### src/rtl/if_fetch_stage_if.sv
// rtl/if_fetch_stage_if.sv - fetch stage bus: EX redirect, hazard hold, imem port, IF/ID outputs
interface if_fetch_stage_if #(
  parameter int CNT_WIDTH = 16
) ();
  logic                 jump;
  logic [31:0]          jump_target;
  logic                 stall;
  logic [31:0]          imem_addr;
  logic [31:0]          imem_rdata;
  logic                 imem_valid;
  logic [31:0]          ifid_pc;
  logic [31:0]          ifid_inst;
  logic                 ifid_valid;
  logic                 flush_idex;
  logic                 misalign_err;
  logic [CNT_WIDTH-1:0] redirect_cnt;

  // master is the fetch stage itself
  modport master (
    input  jump, jump_target, stall, imem_rdata, imem_valid,
    output imem_addr, ifid_pc, ifid_inst, ifid_valid, flush_idex,
           misalign_err, redirect_cnt
  );

  modport slave (
    output jump, jump_target, stall, imem_rdata, imem_valid,
    input  imem_addr, ifid_pc, ifid_inst, ifid_valid, flush_idex,
           misalign_err, redirect_cnt
  );
endinterface

### src/rtl/if_fetch_stage.sv
// rtl/if_fetch_stage.sv - RV32I instruction fetch: PC, IF/ID register, EX redirect and squash
module if_fetch_stage #(
  parameter logic [31:0] RESET_PC  = 32'h0000_0000,
  parameter logic [31:0] NOP_INST  = 32'h0000_0013,
  parameter int          CNT_WIDTH = 16
) (
  input  logic              clk,
  input  logic              rst,
  if_fetch_stage_if.master  bus
);

  localparam logic [CNT_WIDTH-1:0] CNT_ONE = {{(CNT_WIDTH-1){1'b0}}, 1'b1};
  localparam logic [CNT_WIDTH-1:0] CNT_MAX = {CNT_WIDTH{1'b1}};

  logic [31:0]          pc_q, pc_d;
  logic [31:0]          ifid_pc_q, ifid_pc_d;
  logic [31:0]          ifid_inst_q, ifid_inst_d;
  logic                 ifid_valid_q, ifid_valid_d;
  logic                 misalign_q, misalign_d;
  logic [CNT_WIDTH-1:0] cnt_q, cnt_d;

  // Mode priority: redirect, then hold, then miss, then advance
  always_comb begin
    pc_d         = pc_q;
    ifid_pc_d    = ifid_pc_q;
    ifid_inst_d  = ifid_inst_q;
    ifid_valid_d = ifid_valid_q;
    misalign_d   = misalign_q;
    cnt_d        = cnt_q;
    if (bus.jump) begin
      pc_d         = {bus.jump_target[31:2], 2'b00};
      ifid_pc_d    = 32'h0;
      ifid_inst_d  = NOP_INST;
      ifid_valid_d = 1'b0;
      if (cnt_q != CNT_MAX) begin
        cnt_d = cnt_q + CNT_ONE;
      end
      if (bus.jump_target[1:0] != 2'b00) begin
        misalign_d = 1'b1;
      end
    end else if (bus.stall) begin
      pc_d = pc_q;
    end else if (!bus.imem_valid) begin
      ifid_pc_d    = 32'h0;
      ifid_inst_d  = NOP_INST;
      ifid_valid_d = 1'b0;
    end else begin
      pc_d         = pc_q + 32'd4;
      ifid_pc_d    = pc_q;
      ifid_inst_d  = bus.imem_rdata;
      ifid_valid_d = 1'b1;
    end
  end

  always_ff @(posedge clk) begin
    if (rst) begin
      pc_q         <= RESET_PC;
      ifid_pc_q    <= 32'h0;
      ifid_inst_q  <= NOP_INST;
      ifid_valid_q <= 1'b0;
      misalign_q   <= 1'b0;
      cnt_q        <= '0;
    end else begin
      pc_q         <= pc_d;
      ifid_pc_q    <= ifid_pc_d;
      ifid_inst_q  <= ifid_inst_d;
      ifid_valid_q <= ifid_valid_d;
      misalign_q   <= misalign_d;
      cnt_q        <= cnt_d;
    end
  end

  assign bus.imem_addr    = pc_q;
  assign bus.flush_idex   = bus.jump & ~rst;
  assign bus.ifid_pc      = ifid_pc_q;
  assign bus.ifid_inst    = ifid_inst_q;
  assign bus.ifid_valid   = ifid_valid_q;
  assign bus.misalign_err = misalign_q;
  assign bus.redirect_cnt = cnt_q;

endmodule

### src/flat_wrapper.sv
// flat-port wrapper written by rule: the top's interface ports become plain ports
module if_fetch_stage_flat 
#(
  parameter logic [31:0] RESET_PC  = 32'h0000_0000,
  parameter logic [31:0] NOP_INST  = 32'h0000_0013,
  parameter int          CNT_WIDTH = 16
)
  (clk, rst, bus_jump, bus_jump_target, bus_stall, bus_imem_rdata, bus_imem_valid, bus_imem_addr, bus_ifid_pc, bus_ifid_inst, bus_ifid_valid, bus_flush_idex, bus_misalign_err, bus_redirect_cnt);
  if_fetch_stage_if #(.CNT_WIDTH(CNT_WIDTH)) bus_i ();
  input  logic clk;
  input  logic rst;
  input wire logic [$bits(bus_i.jump)-1:0] bus_jump;
  input wire logic [$bits(bus_i.jump_target)-1:0] bus_jump_target;
  input wire logic [$bits(bus_i.stall)-1:0] bus_stall;
  input wire logic [$bits(bus_i.imem_rdata)-1:0] bus_imem_rdata;
  input wire logic [$bits(bus_i.imem_valid)-1:0] bus_imem_valid;
  output wire logic [$bits(bus_i.imem_addr)-1:0] bus_imem_addr;
  output wire logic [$bits(bus_i.ifid_pc)-1:0] bus_ifid_pc;
  output wire logic [$bits(bus_i.ifid_inst)-1:0] bus_ifid_inst;
  output wire logic [$bits(bus_i.ifid_valid)-1:0] bus_ifid_valid;
  output wire logic [$bits(bus_i.flush_idex)-1:0] bus_flush_idex;
  output wire logic [$bits(bus_i.misalign_err)-1:0] bus_misalign_err;
  output wire logic [$bits(bus_i.redirect_cnt)-1:0] bus_redirect_cnt;
  assign bus_i.jump = bus_jump;
  assign bus_i.jump_target = bus_jump_target;
  assign bus_i.stall = bus_stall;
  assign bus_i.imem_rdata = bus_imem_rdata;
  assign bus_i.imem_valid = bus_imem_valid;
  assign bus_imem_addr = bus_i.imem_addr;
  assign bus_ifid_pc = bus_i.ifid_pc;
  assign bus_ifid_inst = bus_i.ifid_inst;
  assign bus_ifid_valid = bus_i.ifid_valid;
  assign bus_flush_idex = bus_i.flush_idex;
  assign bus_misalign_err = bus_i.misalign_err;
  assign bus_redirect_cnt = bus_i.redirect_cnt;
  if_fetch_stage #(.RESET_PC(RESET_PC), .NOP_INST(NOP_INST), .CNT_WIDTH(CNT_WIDTH)) u_core (.clk(clk), .rst(rst), .bus(bus_i));
endmodule
### config.mk
export PLATFORM = sky130hd
export DESIGN_NAME = if_fetch_stage_flat
export DESIGN_NICKNAME = d
export VERILOG_FILES = /design/src/rtl/if_fetch_stage_if.sv /design/src/rtl/if_fetch_stage.sv /design/src/flat_wrapper.sv
export SDC_FILE = /design/constraint.sdc
export NUM_CORES = 1
export LEC_CHECK = 0
export BUFFER_PORTS_ARGS = -buffer_cell sky130_fd_sc_hd__buf_4
export CORE_UTILIZATION = 44
export DETAILED_ROUTE_END_ITERATION = 16
export PLACE_DENSITY_LB_ADDON = 0.1
export SLEW_MARGIN = 40
export SYNTH_ARGS = -nofsm -noshare
export SYNTH_HDL_FRONTEND = slang
export SYNTH_SLANG_ARGS = --single-unit
### constraint.sdc
create_clock -name clk -period 2.2 [get_ports clk]
set_clock_uncertainty 0.15 [all_clocks]
set_input_delay 0.33 -clock clk [delete_from_list [all_inputs] [get_ports clk]]
set_output_delay 0.33 -clock clk [all_outputs]
set_load 0.03 [all_outputs]
==> results.sh, run 1 <==
export IMPL_outcome="finished, final reports clean"
export IMPL_route_detailed_drc=0
export IMPL_grt_met2_usage_pct=42.39
export IMPL_syn_area_sq_um=4806
export IMPL_cts_resized=0
export IMPL_finalInstanceArea_sq_um=6630
export IMPL_fin_crit_ns=2.115
export IMPL_antenna_left=0
export IMPL_post_cts_setup_buffer_count=0
export IMPL_std_cell_rows=37
export IMPL_path_buf_inv=0
export IMPL_grtUsageTotal_pct=24.76
export IMPL_grt_pass1_vias=4594
export IMPL_synth_top_area_share_pct=45.82
export IMPL_max_slew_margin_pct=55.73
export IMPL_p_sw_share_pct=27.47
export IMPL_setup_viol=0
export IMPL_drive_above_1_share_pct=34.01
export IMPL_clock_fmax_mhz=472.8
export IMPL_io_buffers=179
export IMPL_gp_congestion=0.8478
export IMPL_ys_seq_area_share_pct=45.82
export IMPL_endpoint_kind="register"
export IMPL_path_delay_family="simple AND/OR/NAND/NOR gates"
export IMPL_numCtsBuffers=9
export IMPL_slowest_stage="or4_1"
export IMPL_slew_violations=0
export IMPL_critical_path_class="reg -> reg"
export IMPL_dieArea_sq_um=11340
export IMPL_coreArea_sq_um=10460
export IMPL_crit_chain="ha_1 > nand4b_1 > or3_1 > or4_1 > a311oi_1"
export IMPL_use_met1_pct=30.84
export IMPL_synth_edf_count=0
export IMPL_whs_ns=0.01914
export IMPL_insertion_delay_ns=0.36
export IMPL_chipWidth_um=106.5
export IMPL_dr_pass1_iters=5
export IMPL_hold_buffers=0
export IMPL_synth_cells=550
export IMPL_grt_pass1_wl_mm=22.46
export IMPL_route_detailed_wl_per_inst_um=16.17
export IMPL_cap_violations=0
export IMPL_crit_required_ns=2.33
export IMPL_insertedDiodeCount=0
export IMPL_clkPwrFrac_pct=30.4
export IMPL_final_nets=805
export IMPL_synthFlopType="dfxtp_1"
export IMPL_ctsLongestPathBuffers=2
export IMPL_seq_area_sq_um=2221
export IMPL_syn_area_per_cell_sq_um=8.738
export IMPL_worstMarginPinSlew_ns=0.6640
export IMPL_routed_wl_mm=14.13
export IMPL_htree_levels=3
export IMPL_slowest_delay_ns=0.49
export IMPL_yosys_area_top_type="dfxtp_1"
export IMPL_grt_start_max_net_pins=61
export IMPL_cts_sinks=110
export IMPL_postLayoutCoreUtil_pct=63.37
export IMPL_netlist_top_cells_area="dfxtp_1, a22oi_1, nor2_1, nand2_1, nand3_1"
export IMPL_ys_ff_latch=110
export IMPL_vdd_drop_max_v=0.0003578
export IMPL_antenna_found_initial=0
export IMPL_p_comb_share_pct=15.9
export IMPL_pwr_density_cell_nw_per_um2=597.4
export IMPL_critPathMaxFanout=5
export IMPL_nFillCells=932
export IMPL_critPathLaunchType="register"
export IMPL_synthToLayoutAreaGrowth_pct=37.96
export IMPL_grtUsageMet3_pct=5.334
export IMPL_p_seq_share_pct=53.7
export IMPL_placed_cells=859
export IMPL_p_leak_nw=2.674
export IMPL_ios=184
export IMPL_arrival_ns=2.24
export IMPL_overflow=0
export IMPL_routed_via_count=4968
export IMPL_dieHeight_um=106.5
export IMPL_vias_per_cell=5.684
export IMPL_rsz0062_at_grt="no"
export IMPL_placed_area_sq_um=6434
export IMPL_layout_commonest_cell="buf_4"
export IMPL_synth_cell_types=57
export IMPL_async_flop_share_pct=0
export IMPL_multi_input_area_sq_um=2422
export IMPL_drt_iter0_drc=258
export IMPL_start_util_pct=45.93
export IMPL_cts_tree="yes"
export IMPL_internal_power_mw=2.873
export IMPL_clk_pin_slew_worst_paths_ns=0.10
export IMPL_cts_root_buf="clkbuf_8"
export IMPL_layout_common_cells="buf_4, dfxtp_1, nor2_1"
export IMPL_top_usage_layer="met2"
export IMPL_p_switching_mw=1.088
export IMPL_yosys_warnings=0
export IMPL_fin_crit_sh_pct=96.13
export IMPL_hpwl_mm=10.30
export IMPL_timing_final_hold_violations=0
export IMPL_stdcell_count=874
export IMPL_hold_class="in -> reg"
-- worst reg2reg max path, cell delays in order, from the launching register on --
cell and delay, ns:
dfxtp_4 0.40, ha_1 0.20, nand4b_1 0.15, or3_1 0.38
or4_1 0.49, a311oi_1 0.26
-- path summary, 6_finish.rpt --
check,from,endpoint,slack (ns),depth (start not counted)
setup / recovery,u_core.bus.imem_addr[2],u_core.bus.imem_addr[30],0.09,5
hold / removal,bus_jump_target[2],u_core.bus.imem_addr[2],0.02,3
setup reg to reg,u_core.bus.imem_addr[2],u_core.bus.imem_addr[30],0.09,5
hold reg to reg,u_core.bus.misalign_err,u_core.bus.misalign_err,0.31,2
-- cell families after synthesis --
logic type	Yosys count	share of synthesized area (%)
simple gates	230	24.42
other cells	1	0.07803
mux	8	1.849
flops	110	45.82
compound gates	139	21.09
xor+xnor	11	2.005
buf+inv	49	4.218
fa+ha+maj	2	0.5206
-- power groups by stage --
stage	Sequential [mW]	Combinational [mW]	Clock, mW
global route	2.14	0.676	1.32
floorplan	2.29	0.217	0
finish	2.13	0.630	1.20
CTS	2.13	0.633	1.23
detailed placement	2.17	0.631	0
global placement	2.17	0.622	0
-- metal layers --
metal  up-vias  routed length (um)
met1      2372                6027
met2       172                6885
met5         -                   0
met3        17                 931
li1       2407                   -
met4         0                 290
-- per-stage QoR --
stage / TNS (ns) / power (mW) / setup slack [ns]
after global routing: 0 / 4.133 / 0.002468
final: 0 / 3.961 / 0.08510
after detailed placement: 0 / 2.804 / 0.08232
after CTS: 0 / 3.996 / 0.04204
after floorplan: -0.008608 / 2.505 / -0.008608
after global placement: 0 / 2.791 / 0.1463
-- area by class of cell --
type,instances,share of cell area (%)
Inverter,8,0.4529
Timing Repair Buffer,211,24.08
Clock buffer,12,2.189
Sequential cell,110,33.50
Tap cell,136,2.567
Multi-Input combinational cell,394,36.54
Clock inverter,3,0.6794
-- synth_stat cells, drive strengths merged, types with 5 or more instances --
master,n
or4,14
a21oi,17
dfxtp,110
clkbuf,25
a211oi,11
nor2,87
nor3,9
nand4,14
nor4,6
nor2b,8
mux2,7
nand2,35
o31ai,6
buf,16
o41ai,5
a22oi,59
o21ai,9
xnor2,8
nand3,25
inv,7
or3,9
a311oi,7
and4,7
-- sequential cells by signal, summed over array words and instances (netlist names) --
signal                   flops
u_core.bus.misalign_err      1
u_core.bus.ifid_valid        1
u_core.bus.ifid_inst        32
u_core.bus.redirect_cnt     16
u_core.bus.imem_addr        30
u_core.bus.ifid_pc          30
Power figures use the tool's default switching activity.
==> run 2, diff against run 1 <==
--- a/config.mk
+++ b/config.mk
@@ -5,8 +5,9 @@
 export SDC_FILE = /design/constraint.sdc
 export NUM_CORES = 1
 export LEC_CHECK = 0
+export ABC_AREA = 1
 export BUFFER_PORTS_ARGS = -buffer_cell sky130_fd_sc_hd__buf_4
-export CORE_UTILIZATION = 44
+export CORE_UTILIZATION = 45
 export DETAILED_ROUTE_END_ITERATION = 16
 export PLACE_DENSITY_LB_ADDON = 0.1
 export SLEW_MARGIN = 40
==> results.sh, run 2 <==
export IMPL_synth_cells=781
export IMPL_cts_tree="yes"
export IMPL_rr_startpoint="u_core.bus.redirect_cnt[0]"
export IMPL_setup_viol=0
export IMPL_insertedDiodeCount=0
export IMPL_grtUsageTotal_pct=25.51
export IMPL_cts_root_buf="clkbuf_16"
export IMPL_post_cts_setup_buffer_count=0
export IMPL_htree_levels=3
export IMPL_worstReg2RegEnd="u_core.bus.redirect_cnt[9]"
export IMPL_async_flop_share_pct=0
export IMPL_ios=184
export IMPL_fin_setup_tns_ns=0
export IMPL_gp_congestion=0.8976
export IMPL_antenna_left=0
export IMPL_chipWidth_um=109.3
export IMPL_synth_edf_count=0
export IMPL_crit_start="u_core.bus.redirect_cnt[0]"
export IMPL_reg2reg_depth=8
export IMPL_endpoint_kind="register"
export IMPL_vdd_drop_max_v=0.0004129
export IMPL_route_detailed_wl_per_inst_um=13.71
export IMPL_p_sw_share_pct=26.97
export IMPL_rsz0062_at_grt="no"
export IMPL_numCtsBuffers=9
export IMPL_syn_area_per_cell_sq_um=6.632
export IMPL_io_buffers=179
export IMPL_synthToLayoutAreaGrowth_pct=34.28
export IMPL_critPathMaxFanout=16
export IMPL_grt_pass1_vias=5189
export IMPL_overflow=0
export IMPL_dieArea_sq_um=11940
export IMPL_dieHeight_um=109.3
export IMPL_clkPwrFrac_pct=38.6
export IMPL_ys_ff_latch=110
export IMPL_dr_pass1_iters=5
export IMPL_p_switching_mw=1.182
export IMPL_p_seq_share_pct=48.2
export IMPL_slew_violations=0
export IMPL_cap_violations=0
export IMPL_routed_wl_mm=15.04
export IMPL_power_mw=4.384
export IMPL_hold_depth=3
export IMPL_layout_commonest_cell="nand2_1"
export IMPL_crit_required_ns=2.28
export IMPL_syn_area_sq_um=5180
export IMPL_antenna_found_initial=0
export IMPL_grt_pass1_wl_mm=23.93
export IMPL_postLayoutCoreUtil_pct=63.06
export IMPL_yosysMostFrequentCell="nand2_1"
export IMPL_cts_sinks=110
export IMPL_insertion_delay_ns=0.35
export IMPL_grt_start_max_net_pins=62
export IMPL_outcome="finished, final reports clean"
export IMPL_synth_common_cells="nand2_1, dfxtp_1, a21oi_1"
export IMPL_timing_final_hold_violations=0
export IMPL_drt_iter0_drc=323
export IMPL_max_slew_margin_pct=59.50
export IMPL_coreArea_sq_um=11030
export IMPL_p_comb_share_pct=13.1
export IMPL_fin_crit_sh_pct=85.48
export IMPL_arrival_ns=1.96
export IMPL_yosys_warnings=0
export IMPL_cts_resized=0
export IMPL_clock_fmax_mhz=531.8
export IMPL_route_detailed_drc=0
export IMPL_worstMarginPinSlew_ns=0.6074
export IMPL_yosys_area_top_type="dfxtp_1"
export IMPL_largest_reg_flops=32
export IMPL_start_util_pct=46.96
export IMPL_layout_common_cells="nand2_1, buf_4, dfxtp_1"
export IMPL_ys_seq_area_share_pct=42.51
export IMPL_pwr_density_cell_nw_per_um2=630.3
export IMPL_p_leak_nw=2.921
export IMPL_std_cell_rows=38
export IMPL_synth_top_area_share_pct=42.51
export IMPL_netlist_top_cells_area="dfxtp_1, nand2_1, a21oi_1, inv_1, nand3_1"
export IMPL_fin_crit_ns=1.881
export IMPL_ctsLongestPathBuffers=2
export IMPL_vias_per_cell=5.111
export IMPL_synth_cell_types=32
export IMPL_critical_path_class="reg -> reg"
export IMPL_critPathLaunchType="register"
export IMPL_hold_class="in -> reg"
export IMPL_hold_buffers=0
export IMPL_drive_above_1_share_pct=24.03
export IMPL_r2r_slack_ns=0.32
export IMPL_synthFlopType="dfxtp_1"
export IMPL_final_nets=1023
export IMPL_hpwl_mm=11.04
export IMPL_worstSetupEndpoint="u_core.bus.redirect_cnt[9]"
export IMPL_routed_via_count=5607
export IMPL_clk_pin_slew_worst_paths_ns=0.07
export IMPL_internal_power_mw=3.202
[run 2: kinds of logic after synthesis]
group | count (synthesis) | share of synthesized area, %
adders and majority gates | 2 | 0.4830
xor gates and xnor gates | 9 | 1.522
and+or+nand+nor | 413 | 32.75
buffers and inverters | 105 | 8.382
other | 1 | 0.07239
DFF | 110 | 42.51
AOI/OAI and AO/OA | 141 | 14.28
[run 2: how the worst min path moves through the flow]
stage | start | end | slack [ns]
floorplan | bus_jump_target[8] | u_core.bus.imem_addr[8] | 0.29
global placement | u_core.bus.ifid_inst[17] | u_core.bus.ifid_inst[17] | 0.29
detailed placement | u_core.bus.ifid_inst[17] | u_core.bus.ifid_inst[17] | 0.31
CTS | bus_jump_target[30] | u_core.bus.imem_addr[30] | 0.02
global route | bus_jump_target[9] | u_core.bus.imem_addr[9] | 0.02
finish | bus_jump_target[27] | u_core.bus.imem_addr[27] | 0.03
[run 2: stage by stage]
stage	hold WS, ns	instances	instance area, sq um	worst slack, ns
after global placement	0.2926	1081	6649	0.4237
after global routing	0.02379	1097	6955	0.1597
after CTS	0.01644	1097	6955	0.3224
after floorplan	0.2902	784	5191	0.2934
final	0.02720	1097	6955	0.3195
after detailed placement	0.3051	1081	6649	0.3409
[run 2: power groups by stage]
stage | Sequential, mW | Combinational [mW] | Clock [mW]
6_report | 2.11 | 0.576 | 1.69
5_1_grt | 2.12 | 0.627 | 1.82
4_1_cts | 2.11 | 0.578 | 1.73
3_5_place_dp | 2.16 | 0.577 | 0
3_3_place_gp | 2.16 | 0.567 | 0
2_1_floorplan | 2.25 | 0.224 | 0
[run 2: layer usage]
metal	global-route usage (%)	part of all wire (%)	vias up
met3	6.224	6.4	22
met5	0	0	-
met2	44.16	49	173
met1	30.83	43	2592
li1	-	-	2820
met4	8.667	1.8	0
[run 2: cell type report]
class                           count  area [sq um]
Clock buffer                       11         242.7
Clock inverter                      5         63.81
Fill cell                        1038          4075
Inverter                           70         262.8
Multi-Input combinational cell    569          2555
Sequential cell                   110          2202
Tap cell                          140         175.2
Timing Repair Buffer              192          1454
[run 2: critical path: stages (launching register included)]
cell	delay, ns
dfxtp_1	0.41
ha_1	0.23
nand3_2	0.13
inv_2	0.09
nand2_2	0.08
o21ai_4	0.28
inv_2	0.19
o21ai_0	0.12
a21oi_1	0.08
==> run 3, diff against run 2 <==
==> constraint.sdc (replaced) <==
create_clock -name clk -period 1.5 [get_ports clk]
set_clock_uncertainty 0.15 [all_clocks]
set_input_delay 0.225 -clock clk [delete_from_list [all_inputs] [get_ports clk]]
set_output_delay 0.225 -clock clk [all_outputs]
set_load 0.03 [all_outputs]
==> results.sh, run 3 (synthesized netlist as in run 2, its figures left out) <==
export IMPL_setup_viol=28
export IMPL_failed_checks="negative setup slack"
export IMPL_cts_sinks=110
export IMPL_seq_area_sq_um=2273
export IMPL_crit_required_ns=1.62
export IMPL_p_seq_share_pct=45.2
export IMPL_outcome="finished with violations"
export IMPL_drive_above_1_share_pct=36.00
export IMPL_cts_root_buf="clkbuf_16"
export IMPL_antenna_found_initial=0
export IMPL_dieHeight_um=109.3
export IMPL_clk_pin_slew_worst_paths_ns=0.08
export IMPL_cap_violations=0
export IMPL_grt_pass1_vias=5668
export IMPL_fin_crit_sh_pct=108.2
export IMPL_rr_startpoint="u_core.bus.imem_addr[3]"
export IMPL_grt_pass1_wl_mm=26.50
export IMPL_arrival_ns=1.74
export IMPL_p_leak_nw=3.610
export IMPL_rsz0062_at_grt="yes"
export IMPL_p_switching_mw=1.876
export IMPL_p_comb_share_pct=16.7
export IMPL_crit_chain="ha_4 > nand2_4 > nor2_4 > nand2_4 > buf_4 > xnor2_2 > nand2_1 > a31oi_1"
export IMPL_postLayoutCoreUtil_pct=75.83
export IMPL_p_sw_share_pct=27.60
export IMPL_pwr_density_cell_nw_per_um2=812.5
export IMPL_layout_common_cells="nand2_1, buf_4, a21oi_1"
export IMPL_overflow=0
export IMPL_io_buffers=179
export IMPL_slowest_stage="dfxtp_4"
export IMPL_cts_tree="yes"
export IMPL_placed_cells=1128
export IMPL_worstHoldStart="bus_jump_target[6]"
export IMPL_ctsLongestPathBuffers=2
export IMPL_critPathLaunchType="register"
export IMPL_whs_endpoint="u_core.bus.imem_addr[6]"
export IMPL_reg2reg_depth=8
export IMPL_route_detailed_wl_per_inst_um=14.40
export IMPL_synthToLayoutAreaGrowth_pct=61.47
export IMPL_multi_input_area_sq_um=2861
export IMPL_finalInstanceArea_sq_um=8364
export IMPL_largest_reg_flops=32
export IMPL_clkPwrFrac_pct=38.1
export IMPL_hold_class="in -> reg"
export IMPL_htree_levels=3
export IMPL_routed_via_count=6127
export IMPL_start_util_pct=46.96
export IMPL_route_detailed_drc=0
export IMPL_chipWidth_um=109.3
export IMPL_endpoint_kind="register"
export IMPL_critical_path_class="reg -> reg"
export IMPL_nFillCells=830
export IMPL_routed_wl_mm=17.34
export IMPL_dieArea_sq_um=11940
export IMPL_insertedDiodeCount=0
export IMPL_power_mw=6.796
export IMPL_slowest_delay_ns=0.37
export IMPL_insertion_delay_ns=0.36
export IMPL_hold_depth=3
export IMPL_place_ws_ns=-0.08209
export IMPL_std_cell_rows=38
export IMPL_fin_crit_ns=1.624
export IMPL_ios=184
export IMPL_whs_ns=0.01116
export IMPL_drt_iter0_drc=323
export IMPL_hpwl_mm=11.72
export IMPL_internal_power_mw=4.921
export IMPL_crit_path_frequent_cell="nand2_4"
export IMPL_layout_commonest_cell="nand2_1"
export IMPL_grtUsageTotal_pct=28.44
export IMPL_vias_per_cell=5.089
export IMPL_antenna_left=0
export IMPL_vdd_drop_max_v=0.0006479
export IMPL_gp_congestion=0.9082
export IMPL_dr_pass1_iters=5
export IMPL_coreArea_sq_um=11030
export IMPL_r2r_slack_ns=-0.12
export IMPL_slew_violations=0
export IMPL_timing_final_hold_violations=0
export IMPL_clock_fmax_mhz=615.9
export IMPL_fin_setup_tns_ns=-2.147
export IMPL_critPathMaxFanout=4
export IMPL_grt_start_max_net_pins=62
export IMPL_worstReg2RegEnd="u_core.bus.imem_addr[10]"
export IMPL_setup_ws_ns=-0.1237
export IMPL_placed_area_sq_um=7187
export IMPL_stdcell_count=1204
export IMPL_numCtsBuffers=9
export IMPL_final_nets=1130
run 3: cell types whose count changed in the layout (fill, tap and decap cells not counted), moves of 12 or more:
cell | before | now
a21oi_2 | 0 | 14
buf_4 | 191 | 240
nor2_4 | 3 | 15
nand2_1 | 293 | 275
dlygate4sd3_1 | 0 | 47
nor2_1 | 47 | 33
dfxtp_1 | 110 | 73
a21oi_1 | 94 | 80
dfxtp_2 | 0 | 27
run 3: critical path: cells and delay by family (launching register included):
kind | cells | cell delay, ns
compound gates | 1 | 0.16
xor+xnor | 1 | 0.13
fa+ha+maj | 1 | 0.14
buf+inv | 1 | 0.16
flops | 1 | 0.37
simple gates | 4 | 0.42
run 3: area by class of cell:
class	count	share of cell area, %
inverter	70	3.231
clock inverter	4	0.4787
timing repair buffer	299	29.35
multi-input combinational	569	34.21
sequential	110	27.18
clock buffer	12	3.455
tap	140	2.094
run 3: per-layer routing:
metal  GRT usage [%]  wire length (um)
met1           34.29              7136
met2           49.51              8749
met3           5.809              1069
met4           11.14               380
met5               0                 0
run 3: timing repair:
| item | 4_1_cts | 5_1_grt |
|---|---|---|
| hold buffers | 47 | 0 |
| endpoints found under the hold margin | 46 | 0 |
| resized for setup | 25 | 61 |
| pin swaps | 16 | 25 |
| endpoints found under the setup margin | 28 | 38 |
| buffers inserted | 5 | 8 |
run 3: power by group through the flow:
stage | clock network, mW | logic [mW] | registers [mW]
floorplan | 0 | 0.333 | 3.31
global placement | 0 | 0.978 | 3.14
detailed placement | 0 | 0.991 | 3.14
CTS | 2.63 | 1.10 | 3.07
global route | 2.74 | 1.22 | 3.08
finish | 2.59 | 1.13 | 3.07
run 3: worst max path at each step:
stage	from	end	slack, ns	depth (start not counted)
global placement	u_core.bus.imem_addr[3]	u_core.bus.imem_addr[28]	-0.02	9
floorplan	u_core.bus.redirect_cnt[1]	u_core.bus.redirect_cnt[10]	-0.11	9
CTS	u_core.bus.imem_addr[2]	u_core.bus.imem_addr[26]	-0.06	9
finish	u_core.bus.imem_addr[3]	u_core.bus.imem_addr[10]	-0.12	8
global route	u_core.bus.redirect_cnt[0]	u_core.bus.redirect_cnt[3]	-0.19	8
detailed placement	u_core.bus.imem_addr[6]	u_core.bus.imem_addr[29]	-0.08	8
